[config.mk]
export PLATFORM = sky130hd
export DESIGN_NAME = alu_regfile_wb
export DESIGN_NICKNAME = d
export VERILOG_FILES = /design/src/rtl/alu_regfile_wb.sv
export SDC_FILE = /design/constraint.sdc
export NUM_CORES = 1
export LEC_CHECK = 0
export ABC_CLOCK_PERIOD_IN_PS = 7300
export CAP_MARGIN = 5
export CORE_UTILIZATION = 30
export CTS_BUF_LIST = sky130_fd_sc_hd__clkbuf_8
export DETAILED_ROUTE_END_ITERATION = 6
export GPL_ROUTABILITY_DRIVEN = 1
export HOLD_SLACK_MARGIN = 0.02
export PLACE_DENSITY = 0.53
export SLEW_MARGIN = 25
export SYNTH_ARGS = -nofsm -noshare
export SYNTH_HDL_FRONTEND = slang
export SYNTH_SLANG_ARGS = --single-unit
[constraint.sdc]
create_clock -name clk -period 7.3 [get_ports clk]
set_input_delay 1.46 -clock clk [delete_from_list [all_inputs] [get_ports clk]]
set_output_delay 1.46 -clock clk [all_outputs]
set_load 0.03 [all_outputs]
[src/rtl/alu_regfile_wb.sv]
// 8 x 16-bit register file between ALU result and ALU operands.
// Write-back passes through a one-entry pending stage that forwards to both read ports.
module alu_regfile_wb #(
    parameter int WIDTH = 16,
    parameter int NREG  = 8,
    parameter int AW    = 3
) (
    input  logic             clk,
    input  logic             rst,
    input  logic [AW-1:0]    ra_addr,
    input  logic [AW-1:0]    rb_addr,
    output logic [WIDTH-1:0] a_out,
    output logic [WIDTH-1:0] b_out,
    input  logic             wb_valid,
    input  logic [AW-1:0]    wb_addr,
    input  logic [WIDTH-1:0] wb_data,
    input  logic             wb_flag_en,
    output logic             flag_z,
    output logic             flag_n,
    output logic             pend_busy
);

    logic [WIDTH-1:0] regs [NREG];
    logic             pend_valid;
    logic [AW-1:0]    pend_addr;
    logic [WIDTH-1:0] pend_data;

    always_ff @(posedge clk or posedge rst) begin
        if (rst) begin
            for (int i = 0; i < NREG; i++) begin
                regs[i] <= '0;
            end
        end else if (pend_valid) begin
            regs[pend_addr] <= pend_data;
        end
    end

    // The older write commits on the same edge the newer one is captured.
    always_ff @(posedge clk or posedge rst) begin
        if (rst) begin
            pend_valid <= 1'b0;
            pend_addr  <= '0;
            pend_data  <= '0;
        end else begin
            pend_valid <= wb_valid;
            if (wb_valid) begin
                pend_addr <= wb_addr;
                pend_data <= wb_data;
            end
        end
    end

    // Flags follow the captured write-back, not the commit.
    always_ff @(posedge clk or posedge rst) begin
        if (rst) begin
            flag_z <= 1'b0;
            flag_n <= 1'b0;
        end else if (wb_valid && wb_flag_en) begin
            flag_z <= (wb_data == '0);
            flag_n <= wb_data[WIDTH-1];
        end
    end

    // Forward only from the registered pending entry; wb_data is never a read source.
    always_comb begin
        a_out = regs[ra_addr];
        b_out = regs[rb_addr];
        if (pend_valid && (ra_addr == pend_addr)) a_out = pend_data;
        if (pend_valid && (rb_addr == pend_addr)) b_out = pend_data;
    end

    assign pend_busy = pend_valid;

endmodule
==> PnR_summary.wiki <==
{| class="wikitable"
! Metric !! Value
|-
| Final ANT Viol Nets || 0
|-
| Most frequent cells after synthesis || sky130_fd_sc_hd__mux2_2, sky130_fd_sc_hd__dfrtp_1, sky130_fd_sc_hd__mux4_1
|-
| Max Clk Rate || 177 MHz
|-
| Clock Latency Late Sink || 0.45 ns
|-
| CTS tree || done
|-
| Part of the Yosys area used for sequential elements || 45.2%
|-
| Final max-slew violation count || 0
|-
| Finished Layout Cells || 907
|-
| Arrival time of data at the critical path endpoint || 4.19 ns
|-
| Antenna violations before repair || 0
|-
| Diodes inserted || 0
|-
| CP Max Fanout || 21
|-
| Cell with the most instances after synthesis || sky130_fd_sc_hd__mux2_2
|-
| Power density over the cells || 339 mW/mm²
|-
| Num CTS Buffers || 17
|-
| Switching power summed over all nets || 1030 µW
|-
| Clock transition at the registers of the reported paths || 0.09 ns
|-
| Library cell with the largest summed area after synthesis || sky130_fd_sc_hd__dfrtp_1
|-
| Path class of the lowest-slack min-delay path || reg -> reg
|-
| Final Cycle Share || 77.4%
|-
| Minimum clock period after layout || 5.65 ns
|-
| Filler cells || 2,550
|-
| Total nets after synthesis || 534
|-
| CTS Hold Buffers Added || 0
|-
| Placeable core region || 0.0270 mm²
|-
| Number of buffers on the longest clock path || 2
|-
| Top cells by area, synth || sky130_fd_sc_hd__dfrtp_1, sky130_fd_sc_hd__mux2_2, sky130_fd_sc_hd__mux4_1, sky130_fd_sc_hd__mux4_2, sky130_fd_sc_hd__mux2_4
|-
| Number of DRC markers in iteration 0 || 216
|-
| Number of flops mapped to enable cells by yosys || 0
|-
| Share of final-layout standard cells stronger than drive strength 1 || 52.5%
|-
| Initial core utilization || 30.7%
|-
| Nets@finish || 582
|-
| Critical path's largest stage delay || 0.61 ns
|-
| Outcome || finished, final reports clean
|-
| Overall Power || 3260 µW
|-
| Clock network power share || 22.2%
|-
| Internal Dissipation || 2240 µW
|-
| Gate count after technology mapping || 505
|-
| Post-synth ARST share || 100%
|-
| Vias in the first global route || 5,247
|-
| Iteration count of the initial detailed-routing pass || 4
|-
| Max Cap Violations || 0
|-
| Ys flop type || sky130_fd_sc_hd__dfrtp_1
|-
| Synth warnings || 0
|-
| Layout Area Growth over Synthesis || 16.0%
|-
| Die height || 168 µm
|-
| Cell Count Post-Placement || 875
|-
| Peak ir drop on the vdd network || 163 µV
|-
| IO Port Bufs || 63
|-
| Setup Buffers After CTS || 0
|-
| DR vias/cell || 5.27
|-
| Leakage power || 0.00395 µW
|-
| First-pass GRT wire length || 33.1 mm
|-
| Number of gates resized after CTS || 0
|-
| Part of the power in registers || 41.1%
|-
| Worst rel slew slack || 29.1%
|-
| Endpoints failing hold || 0
|-
| Total via count in the routed design || 4,777
|-
| Final Worst Setup Slack || 1.65 ns
|-
| Synth unique cells || 20
|-
| Start-to-end type of the worst setup path || in -> out
|-
| FF+latch count, synth || 150
|-
| DIE WIDTH || 168 µm
|-
| Total Neg Setup Slack || 0 ns
|-
| Wire length reported by the detailed router || 21.7 mm
|-
| Average cell area after synthesis || 16.4 µm²
|-
| Number of DRC violations after detailed routing || 0
|-
| Maximum number of pins on one net before global-route repair || 85
|-
| Switching share of total power || 31.5%
|-
| GR Util All Layers || 16.0%
|-
| Util after Layout || 35.6%
|-
| Die area || 0.0283 mm²
|-
| Worst clock skew || 0.0133 ns
|-
| Endpoints failing setup || 0
|-
| Worst-path cell with the longest stage delay || sky130_fd_sc_hd__mux4_1
|-
| Critical-path cell list || buf_2 -> buf_4 -> mux4_1 -> mux2_2 -> mux2_4 -> clkdlybuf4s50_1
|-
| Startpoint type of the worst setup path || input port
|-
| Unrepaired setup endpoints after global routing || false
|-
| Proportion of power drawn by combinational gates || 36.7%
|-
| Syn Std Cell Area || 0.00830 mm²
|-
| Worst endpoint required time || 5.84 ns
|-
| Row Count || 60
|-
| Clock sinks || 150
|-
| Worst Setup End Kind || output pin
|-
| Proportion of netlist area held by the largest area contributor || 45.2%
|-
| Number of ports placed on the die boundary || 64
|-
| Clk Tree Root Cell || sky130_fd_sc_hd__clkbuf_8
|-
| Average routed wire per standard cell || 23.9 µm
|-
| Worst Max-Slew Pin Slew || 1.06 ns
|-
| H-Tree Level Count || 4
|-
| HPWL reported at the end of detailed placement || 13.8 mm
|-
| Global placer's final weighted congestion || 0.738
|-
| Worst slack after detailed placement || 1.57 ns
|-
| Grt ovf || 0
|}
## critical path, delay by kind of cell
family,cells,cell delay (ns)
muxes,3,1.16
buffers and inverters,3,1.56
## layer usage
layer / global-route usage (%) / wire, µm / vias to the layer above
met2: 26.1 / 10500 / 105
met3: 3.43 / 922 / 11
met4: 3.16 / 135 / 0
met5: 0 / 0 / -
met1: 21.8 / 10100 / 2589
li1: - / - / 2072
## metrics by stage
stage / instance area, µm² / hold slack, ns
after floorplan: 8300 / 0.477
after global placement: 9170 / 0.472
after detailed placement: 9170 / 0.478
after CTS: 9610 / 0.509
after global routing: 9620 / 0.545
final: 9620 / 0.501
## power groups by stage
stage	sequential [µW]	clock [µW]	combinational, µW
final	1340	726	1200
after CTS	1340	745	1220
after global placement	1320	0	1190
after detailed placement	1350	0	1210
after floorplan	1250	0	931
after global routing	1380	784	1270
## cell usage in the layout (no fill, tap or decap)
cell type,netlist,layout
sky130_fd_sc_hd__nor3_2,2,2
sky130_fd_sc_hd__nand4_2,1,1
sky130_fd_sc_hd__mux2_4,13,13
sky130_fd_sc_hd__nand4b_1,3,3
sky130_fd_sc_hd__nor4_1,4,3
sky130_fd_sc_hd__clkdlybuf4s50_1,0,59
sky130_fd_sc_hd__nor3b_2,2,2
sky130_fd_sc_hd__bufinv_16,0,4
sky130_fd_sc_hd__mux4_2,24,24
sky130_fd_sc_hd__dfrtp_1,150,150
sky130_fd_sc_hd__mux2_2,199,199
sky130_fd_sc_hd__nand2_1,3,3
sky130_fd_sc_hd__clkinv_2,0,1
sky130_fd_sc_hd__clkbuf_8,0,18
sky130_fd_sc_hd__xnor2_1,6,6
sky130_fd_sc_hd__clkinv_4,0,6
sky130_fd_sc_hd__buf_4,5,18
sky130_fd_sc_hd__buf_2,16,4
sky130_fd_sc_hd__nand2b_1,1,1
sky130_fd_sc_hd__o21ai_0,1,1
sky130_fd_sc_hd__nand4_1,3,3
sky130_fd_sc_hd__inv_6,0,2
sky130_fd_sc_hd__nor4_2,0,1
sky130_fd_sc_hd__clkinvlp_4,0,2
sky130_fd_sc_hd__mux4_1,40,40
## cell type report
cell class | instances | area [µm²] | area share, %
inverters | 1 | 8.76 | 0.0910
multi-input cells | 302 | 4240 | 44.0
repair buffers | 81 | 746 | 7.75
flip-flops and latches | 150 | 3750 | 39.0
well taps | 341 | 427 | 4.43
clock buffers | 18 | 248 | 2.58
clock inverters | 14 | 201 | 2.09
## logic make-up (layout without fill, tap and decap cells)
logic type	after synthesis	after routing	share of synthesized area, %
and+or+nand+nor	19	19	1.75
buffers and inverters	53	114	3.77
AOI/OAI and AO/OA	1	1	0.0603
muxes	276	276	48.5
xor gates and xnor gates	6	6	0.633
DFF	150	150	45.2
## sequential cells by signal, indices dropped and copies added, names as in the netlist
register	cells
pend_addr	3
pend_busy	1
flag_z	1
flag_n	1
regs	128
pend_data	16
## worst paths after layout
| kind | startpoint | end | slack, ns | cells after the start |
|---|---|---|---|---|
| worst max-delay path | ra_addr[0] | a_out[12] | 1.65 | 6 |
| worst min-delay path | flag_z | flag_z | 0.50 | 2 |
| worst max register to register | pend_addr[2] | regs[20] | 4.81 | 3 |
| worst min register to register | flag_z | flag_z | 0.50 | 2 |
| max in group asynchronous | rst | regs[21] | 4.41 | 3 |
| min in group asynchronous | rst | regs[33] | 1.52 | 2 |
Note: power is estimated with default switching activity, not from simulation.
